**src/rtl/bbtron_pkg.sv**
```systemverilog
// Shared BBtron definitions: output-buffer FSM encoding and default sizing.
package bbtron_pkg;

   localparam int unsigned OB_DATA_W      = 33;
   localparam int unsigned OB_DEPTH       = 4;
   localparam int unsigned OB_HOLD_CYCLES = 50_000_000;

   typedef enum logic {
      OB_IDLE = 1'b0,
      OB_SHOW = 1'b1
   } ob_state_t;

   function automatic int unsigned ob_count_w(input int unsigned depth);
      return $clog2(depth) + 1;
   endfunction

endpackage

```
**src/rtl/outbuf_fifo.sv**
```systemverilog
// Synchronous FIFO for the output-port buffer; head word visible on dout.
module outbuf_fifo
   import bbtron_pkg::*;
#(
   parameter int unsigned DATA_W = OB_DATA_W,
   parameter int unsigned DEPTH  = OB_DEPTH
) (
   input  logic                    clock,
   input  logic                    reset,
   input  logic                    push,
   input  logic                    pop,
   input  logic [DATA_W-1:0]       din,
   output logic [DATA_W-1:0]       dout,
   output logic [$clog2(DEPTH):0]  count,
   output logic                    full
);

   localparam int unsigned AW = $clog2(DEPTH);
   localparam logic [AW:0] FULL_CNT = (AW+1)'(DEPTH);

   logic [DATA_W-1:0] mem [DEPTH];
   logic [AW-1:0]     wptr;
   logic [AW-1:0]     rptr;
   logic              do_push;
   logic              do_pop;

   // Full is judged on the registered count, so a same-cycle pop never frees a slot early.
   assign full    = (count == FULL_CNT);
   assign do_push = push && !full;
   assign do_pop  = pop && (count != '0);
   assign dout    = mem[rptr];

   always_ff @(posedge clock) begin
      if (do_push) begin
         mem[wptr] <= din;
      end
   end

   always_ff @(posedge clock) begin
      if (reset) begin
         wptr  <= '0;
         rptr  <= '0;
         count <= '0;
      end else begin
         if (do_push) begin
            wptr <= wptr + 1'b1;
         end
         if (do_pop) begin
            rptr <= rptr + 1'b1;
         end
         case ({do_push, do_pop})
            2'b10:   count <= count + 1'b1;
            2'b01:   count <= count - 1'b1;
            default: count <= count;
         endcase
      end
   end

endmodule

```
**src/rtl/out_port_buffer.sv**
```systemverilog
// BBtron OUT-port buffer: queues core writes and holds each on the display for HOLD_CYCLES.
// Define OUTBUF_OVERFLOW_EN to build sticky detection of writes dropped while full.
module out_port_buffer
   import bbtron_pkg::*;
#(
   parameter int unsigned DATA_W      = OB_DATA_W,
   parameter int unsigned DEPTH       = OB_DEPTH,
   parameter int unsigned HOLD_CYCLES = OB_HOLD_CYCLES
) (
   input  logic                    clock,
   input  logic                    reset,
   input  logic                    out_en,
   input  logic [DATA_W-1:0]       out_data,
   output logic                    out_full,
   output logic [DATA_W-1:0]       disp_value,
   output logic                    disp_valid,
   output logic [$clog2(DEPTH):0]  fifo_count,
   output logic                    overflow
);

   localparam int unsigned HW = $clog2(HOLD_CYCLES + 1);
   localparam logic [HW-1:0] HOLD_LOAD = HW'(HOLD_CYCLES - 1);

   ob_state_t         state;
   logic [HW-1:0]     hold_cnt;
   logic              pop;
   logic [DATA_W-1:0] head;

   outbuf_fifo #(
      .DATA_W (DATA_W),
      .DEPTH  (DEPTH)
   ) u_fifo (
      .clock (clock),
      .reset (reset),
      .push  (out_en),
      .pop   (pop),
      .din   (out_data),
      .dout  (head),
      .count (fifo_count),
      .full  (out_full)
   );

   always_comb begin
      pop = 1'b0;
      unique case (state)
         OB_IDLE: pop = (fifo_count != '0);
         OB_SHOW: pop = (hold_cnt == '0) && (fifo_count != '0);
         default: pop = 1'b0;
      endcase
   end

   always_ff @(posedge clock) begin
      if (reset) begin
         state      <= OB_IDLE;
         hold_cnt   <= '0;
         disp_value <= '0;
         disp_valid <= 1'b0;
      end else begin
         unique case (state)
            OB_IDLE: begin
               if (pop) begin
                  disp_value <= head;
                  disp_valid <= 1'b1;
                  hold_cnt   <= HOLD_LOAD;
                  state      <= OB_SHOW;
               end
            end
            OB_SHOW: begin
               if (hold_cnt != '0) begin
                  hold_cnt <= hold_cnt - 1'b1;
               end else if (pop) begin
                  disp_value <= head;
                  hold_cnt   <= HOLD_LOAD;
               end else begin
                  state <= OB_IDLE;
               end
            end
            default: state <= OB_IDLE;
         endcase
      end
   end

`ifdef OUTBUF_OVERFLOW_EN
   always_ff @(posedge clock) begin
      if (reset) begin
         overflow <= 1'b0;
      end else if (out_en && out_full) begin
         overflow <= 1'b1;
      end
   end
`else
   assign overflow = 1'b0;
`endif

endmodule

```
**config.mk**
```make
export PLATFORM = sky130hd
export DESIGN_NAME = out_port_buffer
export DESIGN_NICKNAME = d
export VERILOG_FILES = /design/src/rtl/bbtron_pkg.sv /design/src/rtl/outbuf_fifo.sv /design/src/rtl/out_port_buffer.sv
export SDC_FILE = /design/constraint.sdc
export NUM_CORES = 1
export LEC_CHECK = 0
export CORE_AREA = 2 2 118 120
export DETAILED_ROUTE_END_ITERATION = 12
export DIE_AREA = 0 0 120 122
export PLACE_DENSITY = 0.86
export SETUP_SLACK_MARGIN = 0.02
export SLEW_MARGIN = 15
export SYNTH_ARGS = -nofsm -noshare
export SYNTH_HDL_FRONTEND = slang
export SYNTH_SLANG_ARGS = --single-unit
```
**constraint.sdc**
```tcl
create_clock -name clock -period 8.3 [get_ports clock]
set_input_delay 0.83 -clock clock [delete_from_list [all_inputs] [get_ports clock]]
set_output_delay 0.83 -clock clock [all_outputs]
set_load 0.05 [all_outputs]
```
After elaboration in Yosys (flattened, before gate mapping) --
Memory sizes are Yosys's and may differ from the RTL's. A register that Yosys moved wholly into a read port is not among the register bits. Cells that the tools add are included.
Operators by class: $add $sub $neg 5, $mul 0, divide/modulo/power cells 0, order comparisons 0, equality and inequality tests 4, shift-type cells 0, mux-type cells 15, bitwise gates (word level) 1, reductions and logical operators 9
Operator list (number):
- $mux W33 | 2
- $pmux W33 S2 | 1
- $mux W26 | 2
- $pmux W26 S2 | 1
- $logic_not A26 Y1 | 1
- $reduce_bool A26 Y1 | 1
- $sub A26 B1 Y26 const B | 1
- $pmux W3 S2 | 1
- $add A2 B1 Y2 const B | 2
- $mux W1 | 4
- $mux W2 | 2
- $pmux W1 S2 | 2
- $add A3 B1 Y3 const B | 1
- $eq A3 B3 Y1 const B | 1
- $logic_and A1 B1 Y1 | 3
- $reduce_bool A3 Y1 | 1
- $sub A3 B1 Y3 const B | 1
- $eq A2 B1 Y1 const B | 1
- $eq A2 B2 Y1 const B | 1
- $ne A2 B2 Y1 const B | 1
- $reduce_and A2 Y1 | 1
- $reduce_bool A2 Y1 | 1
- $logic_not A1 Y1 | 1
- $not A1 Y1 | 1
Storage, ports and cells: register bits 68, latch bits 0, bits in writable memories 132, ROM bits 0, input port bits 36, output and inout port bits 39, word-level logic and storage cells 42, memories 1
Memories:
- u_fifo.mem | depth 4, bits a word 33, read ports 1, clocked after Yosys merged registers in 1, write ports 1, line outbuf_fifo.sv:21 | logic [DATA_W-1:0] mem [DEPTH];

Depth between registers and ports, before layout --
Gate-level depths: netlist of the first run.
word-level depth 6, depth in mapped cells 13, mapped depth without buffers 12

By module --
Synthesis of the first run repeated with hierarchy kept, for this count alone.
Second synthesis, totals: cell total of the unflattened synthesis 562, area, all modules 8089.0 um^2
Modules (own cells, without submodules):
- outbuf_fifo | times used 1, cells each 224, area each 5277.6 um^2, sequential area each 4144.0 um^2
- out_port_buffer | times used 1, cells each 338, area each 2811.4 um^2, sequential area each 1221.2 um^2

Least setup slack after synthesis of the first run --
Ideal clock, no wire load.
kind register to register, from register hold_cnt[0], to register u_fifo.count[2], setup time 0.070 ns, arrival time 3.031 ns, required time 8.230 ns, slack 5.198 ns, stages on the path, launching flop included 14, path buffers 1, clock period less this slack 3.102 ns, cells stage by stage dfxtp_1 -> inv_1 -> ha_1 -> or4b_2 -> nor4_1 -> a31oi_1 -> clkinv_1 -> buf_2 -> ha_1 -> inv_1 -> fa_1 -> xor2_1 -> or3_1 -> a21oi_1
On the way: longest elaborated chain between the ends 6, elaborated cells on any way between the ends 8, classes of those cells eq/ne (2); mux (2); reduce/logical (4)
Ends and longest elaborated chain:
- start, declared | line out_port_buffer.sv:25 | logic [HW-1:0] hold_cnt;
- start signal, assigned | line out_port_buffer.sv:70 | hold_cnt <= hold_cnt - 1'b1;
- $logic_not A26 Y1 (*) | line out_port_buffer.sv:47 | OB_SHOW: pop = (hold_cnt == '0) && (fifo_count != '0);
- $logic_and A1 B1 Y1 (*) | line out_port_buffer.sv:47
- $pmux W1 S2 (*) | line out_port_buffer.sv:45 | unique case (state)
- $logic_and A1 B1 Y1 (*) | line outbuf_fifo.sv:30 | assign do_pop = pop && (count != '0);
- via u_fifo.do_pop | line outbuf_fifo.sv:25 | logic do_pop;
- $eq A2 B1 Y1 or $eq A2 B2 Y1 (tied branches) | line outbuf_fifo.sv:51 | case ({do_push, do_pop})
- $pmux W3 S2 or $reduce_bool A2 Y1 (tied branches)
- end signal, assigned | line outbuf_fifo.sv:52 | 2'b10: count <= count + 1'b1;
- end signal, assigned | line outbuf_fifo.sv:53 | 2'b01: count <= count - 1'b1;
- end signal, assigned | line outbuf_fifo.sv:54 | default: count <= count;
- end, declared | line outbuf_fifo.sv:14 | output logic [$clog2(DEPTH):0] count,
The timed path passes the listed nets; every way through them passes the cells marked *. A chain may end at the register's enable or synchronous reset.

Final worst setup path of the first run --
from register hold_cnt[0], to register u_fifo.count[2]
On the way: longest elaborated chain between the ends 6, elaborated cells on any way between the ends 8, classes of those cells eq/ne (2); mux (2); reduce/logical (4)
Ends and longest elaborated chain (line):
- $logic_not A26 Y1 (*) | out_port_buffer.sv:47
- $logic_and A1 B1 Y1 (*) | out_port_buffer.sv:47
- $pmux W1 S2 (*) | out_port_buffer.sv:45
- $logic_and A1 B1 Y1 (*) | outbuf_fifo.sv:30
- $eq A2 B1 Y1 or $eq A2 B2 Y1 (tied branches) | outbuf_fifo.sv:51
- $pmux W3 S2 or $reduce_bool A2 Y1 (tied branches)
Every way passes the cells marked *; elsewhere a longest branch is shown, timed or not.

==> metrics.md, run 1 <==
| Metric | Value |
|---|---|
| Post-synth top flop | edfxtp_1 |
| I/O pin count | 75 |
| First-pass DRT Iterations | 5 |
| CP peak stage delay | 0.68 ns |
| Setup-failing EPs final | 0 |
| Synth Net Count | 595 |
| R2R setup slack | 5.06 ns |
| Root buffer cell | clkbuf_16 |
| Asr flop ratio synth | 0% |
| Max clock buf depth | 3 |
| Post-layout util | 70.08% |
| Die area | between 10000 and 15000 sq um |
| Worst R2R End | u_fifo.count[2] |
| Post-DR wirelength/cell | 20.50 microns |
| Clock net sink count | 202 |
| Num rows | 43 |
| Synth Area per Inst | ~14 sq um |
| First-pass GRT wire length | between 20 and 30 mm |
| Number of flops mapped to enable cells by yosys | 132 |
| Initial antenna violation count | 0 |
| Family with the most delay on the worst path | simple AND/OR/NAND/NOR gates |
| Endpoints failing hold | 0 |
| Filler cells | between 800 and 900 |
| Peak supply drop | about 310 uV |
| Hold slack | 0.4507 ns |
| Synth Area in Compound Gates | ~7.5% |
| HP Class | flop to flop |
| TNS Setup | 0 ns |
| I/O Buffers | between 70 and 80 |
| Max-slew violation count | 0 |
| DR iter-0 viols | roughly 380 |
| CP Launch Type | flop |
| Worst-Skew Late Latency | 0.52 ns |
| Setup CP Type | flop to flop |
| WP buf/inv | 3 |
| Hold_buf cts | 0 |
| HPWL Detailed | about 9.6 mm |
| Die Ht | 122 microns |
| Core area | 13500 sq um |
| Vias in the first global route | slightly above 5000 |
| Unique cell type count in the Yosys netlist | between 50 and 60 |
| Final instance area | 9464 sq um |
| Fin Clk Skew | 0.02269 ns |
| RSZ-0062 raised after global routing | no |
| Largest net degree at the start of global routing | 71 |
| Most common cell after layout, fill and taps aside | edfxtp_1 |
| Vias/cell | 5.967 |
| Vias | 4881 |
| PD cells | 391.8 nW/um^2 |
| Layout net count | 665 |
| Worst path depth | 12 |
| Final wirelength | about 17 mm |
| Clk slew on worst S/H paths | ~0.06 ns |
| Post-route minimum period | 3.243 ns |
| F_max | roughly 300 MHz |
| Initial Util | 58.38% |
| Sequential area share after synthesis | 68.05% |
| Worst Max-Slew Pin Slew | roughly 1.0 ns |
| Die Wd | ~120 microns |
| Multi-input gate area | 2346 sq um |
| Num CTS Buffers | 22 |
| Flops & latches, synth | around 200 |
| Total track usage | between 20% and 30% |
| Relative slew slack | 29.39% |
| Layout cells sized above 1 | 13.48% |
| Pleak | 3.105 nW |
| Area post-placement | 8751 sq um |
| H-tree depth | 1 |
| Mux cell area share after synthesis | 9.808% |
| Final ANT Viol Nets | 0 |
| Arr. time, crit path | 3.67 ns |
| Synth-to-Final Area Change | 20.04% |
| Largest fanout on the critical path | 5 |
| Fin crit share | 39.07% |
| Worst setup endpoint | u_fifo.count[2] |
| CTS tree | built |
| GPL Wtd Cong | around 0.90 |
| Run status | finished clean |
| Post-CTS setup buffer count | 0 |
| CP Cell Sequence | inv_1, ha_1, or4b_2, nor4_1, a31oi_4, clkinv_1, ha_1, inv_1, fa_1, xor2_1, or3_1, a21oi_1 |
| Worst setup EP type | flop |
| R2r startpoint | hold_cnt[0] |
| Antenna diode count | 0 |
| Reg area | about 5400 sq um |
| Adder-cell share of the synthesized area | 1.206% |
| Max cap viols | 0 |
| Crit. Startpoint | hold_cnt[0] |
| Synthesized cell area | between 7000 and 8000 sq um |
| CP max stage cell | or4b_2 |
| GRT overflow | 0 |
| Synth warn | 0 |
| Cts repair resizes | 0 |
| Most frequent cells in the layout | edfxtp_1, clkdlybuf4s50_1, nand2_1 |
| Critical Path RT | 8.73 ns |
| XOR/XNOR Fraction of Synth Area | 0.8887% |
| Synthesized instance count | approximately 550 |
| Power Total | between 3 and 4 mW |
| R2R depth | 12 |
| Largest family of logic cells by synthesized area | simple AND/OR/NAND/NOR gates |
| Simple-Gate Fraction of Synth Area | 10.03% |
| Residual DRC | 0 |
sequential cells by signal, summed over array words and instances, names as in the netlist, named ones only:
name and flops:
disp_valid 1, disp_value 33, hold_cnt 26, state 1
u_fifo.count 3, u_fifo.mem 132, u_fifo.rptr 2, u_fifo.wptr 2
logic make-up after synthesis:
group | count (synthesis)
AO/OA/AOI/OAI | 91
AND/OR/NAND/NOR | 161
multiplexers | 36
XOR/XNOR | 8
flip-flops | 202
adder cells (fa/ha/maj) | 7
other | 1
buffers and inverters | 46
report_power, final:
group          switching [mW]  total, mW  internal (mW)  leakage [nW]
combinational           0.843       1.31          0.467         0.972
sequential              0.157       1.45           1.30          1.79
clock                   0.380      0.943          0.564         0.345
worst reg2reg max path: cells and delay by family (launching register included):
| kind | cells | cell delay (ns) |
|---|---|---|
| xor+xnor | 1 | 0.16 |
| flops | 1 | 0.34 |
| simple gates | 3 | 1.40 |
| fa+ha+maj | 3 | 0.77 |
| compound gates | 2 | 0.28 |
| buf+inv | 3 | 0.22 |
layout make-up:
type	instances	share of cell area, %
Timing Repair Buffer	77	7.985
Sequential cell	202	56.72
Tap cell	180	2.380
Multi-Input combinational cell	304	24.79
Inverter	15	0.5949
Clock buffer	36	6.795
Clock inverter	4	0.7403
cell usage after synthesis, types with 4 or more instances:
cell type | instances | area [sq um]
edfxtp_1 | 132 | 3964
nand2_1 | 71 | 266.5
dfxtp_1 | 70 | 1401
a21oi_1 | 47 | 235.2
mux4_2 | 33 | 743.2
clkbuf_1 | 23 | 86.33
nor3_1 | 21 | 105.1
nor2_1 | 19 | 71.32
inv_1 | 14 | 52.55
a211oi_1 | 10 | 75.07
or3_1 | 8 | 50.05
a311oi_1 | 6 | 52.55
and2_1 | 6 | 37.54
ha_1 | 6 | 75.07
nor4_1 | 6 | 37.54
xnor2_1 | 6 | 52.55
o21ai_0 | 5 | 25.02
a31oi_1 | 4 | 25.02
buf_2 | 4 | 20.02
nand3_1 | 4 | 20.02
or4_1 | 4 | 30.03
per-stage QoR:
stage | instances | worst slack [ns]
final | 818 | 5.057
after global routing | 818 | 4.863
after detailed placement | 778 | 5.095
after CTS | 818 | 5.045
after floorplan | 552 | 5.198
after global placement | 778 | 5.166
worst min-delay path by stage:
stage	startpoint	to	slack, ns	cells after the start
6_report	disp_value[25]	disp_value[25]	0.45	2
5_1_grt	disp_value[26]	disp_value[26]	0.47	2
4_1_cts	disp_value[25]	disp_value[25]	0.45	2
3_5_place_dp	disp_value[25]	disp_value[25]	0.45	2
3_3_place_gp	disp_value[31]	disp_value[31]	0.44	2
2_1_floorplan	hold_cnt[15]	hold_cnt[15]	0.45	2
per-layer routing:
layer / GRT usage, % / wire length [microns] / part of all wire [%] / vias to the layer above
met5: 0 / 0 / 0 / -
met4: 7.206 / 457 / 2.7 / 0
met3: 5.103 / 1144 / 6.8 / 42
met2: 42.01 / 8716 / 52 / 165
met1: 28.02 / 6450 / 38 / 2432
li1: - / - / - / 2242
(Power assumes the default switching activity.)
==> run 2: changes to the inputs <==
CORE_AREA = 2 2 121 123   (was 2 2 118 120)
DIE_AREA = 0 0 123 125   (was 0 0 120 122)
PLACE_DENSITY = 0.82   (was 0.86)
clock period = 3.3 ns   (was 8.3 ns; I/O delays follow)
==> metrics.md, run 2 (synthesis results as in run 1) <==
| Metric | Value |
|---|---|
| Most frequent cells in the layout | edfxtp_1, clkdlybuf4s50_1, nand2_1 |
| Post-route minimum period | between 3 and 4 ns |
| Post-DR wirelength/cell | 21.15 microns |
| I/O Buffers | 73 |
| RSZ-0062 raised after global routing | no |
| Num rows | 44 |
| Biggest regs | u_fifo.mem (132), disp_value (33), hold_cnt (26) |
| Top reg by flops | u_fifo.mem |
| Multi-input gate area | 2361 sq um |
| Filler cells | 986 |
| Cells on Worst Hold Path | 2 |
| Total track usage | 23.10% |
| R2r startpoint | hold_cnt[0] |
| HP Class | flop to flop |
| Synth-to-Final Area Change | 21.55% |
| Root buffer cell | clkbuf_16 |
| Max-slew violation count | 0 |
| Setup CP Type | flop to flop |
| Core area | 14200 sq um |
| Vias in the first global route | approximately 5300 |
| Clock net sink count | 202 |
| Max FFs per register | 132 |
| HPWL Detailed | 9.933 mm |
| Arr. time, crit path | 3.53 ns |
| CP Launch Type | flop |
| Antenna diode count | 0 |
| GRT overflow | 0 |
| PD cells | 1006 nW/um^2 |
| Die Wd | 123 microns |
| Worst R2R End | u_fifo.count[2] |
| R2R depth | 12 |
| Endpoints failing hold | 0 |
| Layout net count | around 670 |
| Worst Hold End | disp_value[22] |
| Hold_buf cts | 0 |
| Clk slew on worst S/H paths | 0.06 ns |
| F_max | 321.5 MHz |
| DR iter-0 viols | 352 |
| Post-CTS setup buffer count | 0 |
| H-tree depth | 1 |
| Die Ht | 125 microns |
| CTS tree | built |
| Vias | ~5000 |
| Worst setup EP type | flop |
| R2R setup slack | 0.19 ns |
| Hold_sp | disp_value[22] |
| Worst Max-Slew Pin Slew | 1.068 ns |
| Vias/cell | 6.042 |
| Max clock buf depth | 3 |
| Critical Path RT | roughly 3.7 ns |
| Fin crit share | 94.26% |
| Final ANT Viol Nets | 0 |
| GPL Wtd Cong | 0.8483 |
| TNS Setup | 0 ns |
| Relative slew slack | 28.80% |
| Num CTS Buffers | 20 |
| Fin Clk Skew | 0.01876 ns |
| I/O pin count | 75 |
| Reg area | 5368 sq um |
| Pleak | between 3 and 4 nW |
| Final wirelength | ~17 mm |
| Peak supply drop | 597.9 uV |
| Run status | finished clean |
| Largest fanout on the critical path | 5 |
| Max cap viols | 0 |
| Residual DRC | 0 |
| Setup-failing EPs final | 0 |
| First-pass GRT wire length | between 20 and 30 mm |
| Largest net degree at the start of global routing | 52 |
| Most common cell after layout, fill and taps aside | edfxtp_1 |
| Initial antenna violation count | 0 |
| Layout cells sized above 1 | 14.80% |
| Cts repair resizes | 0 |
| Worst-Skew Late Latency | between 0.4 and 0.5 ns |
| Initial Util | between 50 and 60% |
| Worst Setup Slack, final | 0.1893 ns |
| Setup Slack @ Placement | 0.06069 ns |
| First-pass DRT Iterations | 5 |
| Die area | 15380 sq um |
==> run 2: changes by cell type in the layout (fill, tap and decap cells not counted), moves of 2 or more <==
cell,delta
bufinv_16,+5
clkbuf_16,-2
clkbuf_1,-7
buf_4,+8
clkbuf_8,-2
clkinv_1,+3
==> run 2: metal layers <==
metal  vias up  global-route usage [%]  wire length [microns]
li1       2255                       -                      -
met4         0                   7.754                    580
met5         -                       0                      0
met1      2451                   28.21                   6450
met3        56                   3.832                   1273
met2       229                   41.37                   9163
==> run 2: stage by stage <==
step	hold slack, ns	power (mW)	instances	utilization [%]	area (sq um)
3_3_place_gp	0.4434	6.891	790	62.07	8816
4_1_cts	0.4551	9.652	826	67.36	9568
5_1_grt	0.4738	10.08	826	67.47	9583
2_1_floorplan	0.4289	5.968	552	-	7884
6_report	0.4542	9.637	826	67.47	9583
3_5_place_dp	0.4466	7.054	790	62.07	8816
==> run 2: how the worst max path moves through the flow <==
stage,from,to,cells after the start
floorplan,hold_cnt[0],u_fifo.count[2],13
global placement,hold_cnt[0],u_fifo.count[2],12
detailed placement,hold_cnt[0],u_fifo.count[2],12
CTS,hold_cnt[0],u_fifo.count[2],12
global route,hold_cnt[0],u_fifo.count[2],12
finish,hold_cnt[0],u_fifo.count[2],12
==> run 2: critical path: stages (launching register included) <==
cell and delay, ns:
dfxtp_1 0.35, inv_1 0.11, ha_1 0.25, or4b_2 0.71, nor4_4 0.23, a31oi_4 0.12, clkinv_1 0.07, ha_1 0.17
inv_1 0.06, fa_1 0.38, xor2_1 0.15, or3_1 0.30, a21oi_1 0.14
==> run 2: layout make-up <==
| class | count | area share, % |
|---|---|---|
| inverters | 15 | 0.5875 |
| repair buffers | 85 | 8.513 |
| flip-flops and latches | 202 | 56.01 |
| clock buffers | 25 | 5.627 |
| multi-input cells | 304 | 24.64 |
| well taps | 184 | 2.402 |
| clock inverters | 11 | 2.220 |
==> run 2: power breakdown <==
group | switching [mW] | total [mW] | leakage [nW] | internal [mW]
clock | 0.931 | 2.56 | 0.365 | 1.63
combinational | 2.16 | 3.39 | 1.01 | 1.23
sequential | 0.420 | 3.68 | 1.79 | 3.26
==> run 3: changes to the inputs <==
ABC_CLOCK_PERIOD_IN_PS = 3300   (was unset)
==> results of run 3 <==
Same layout as run 2: the final DEF is identical, and so are final timing and power.
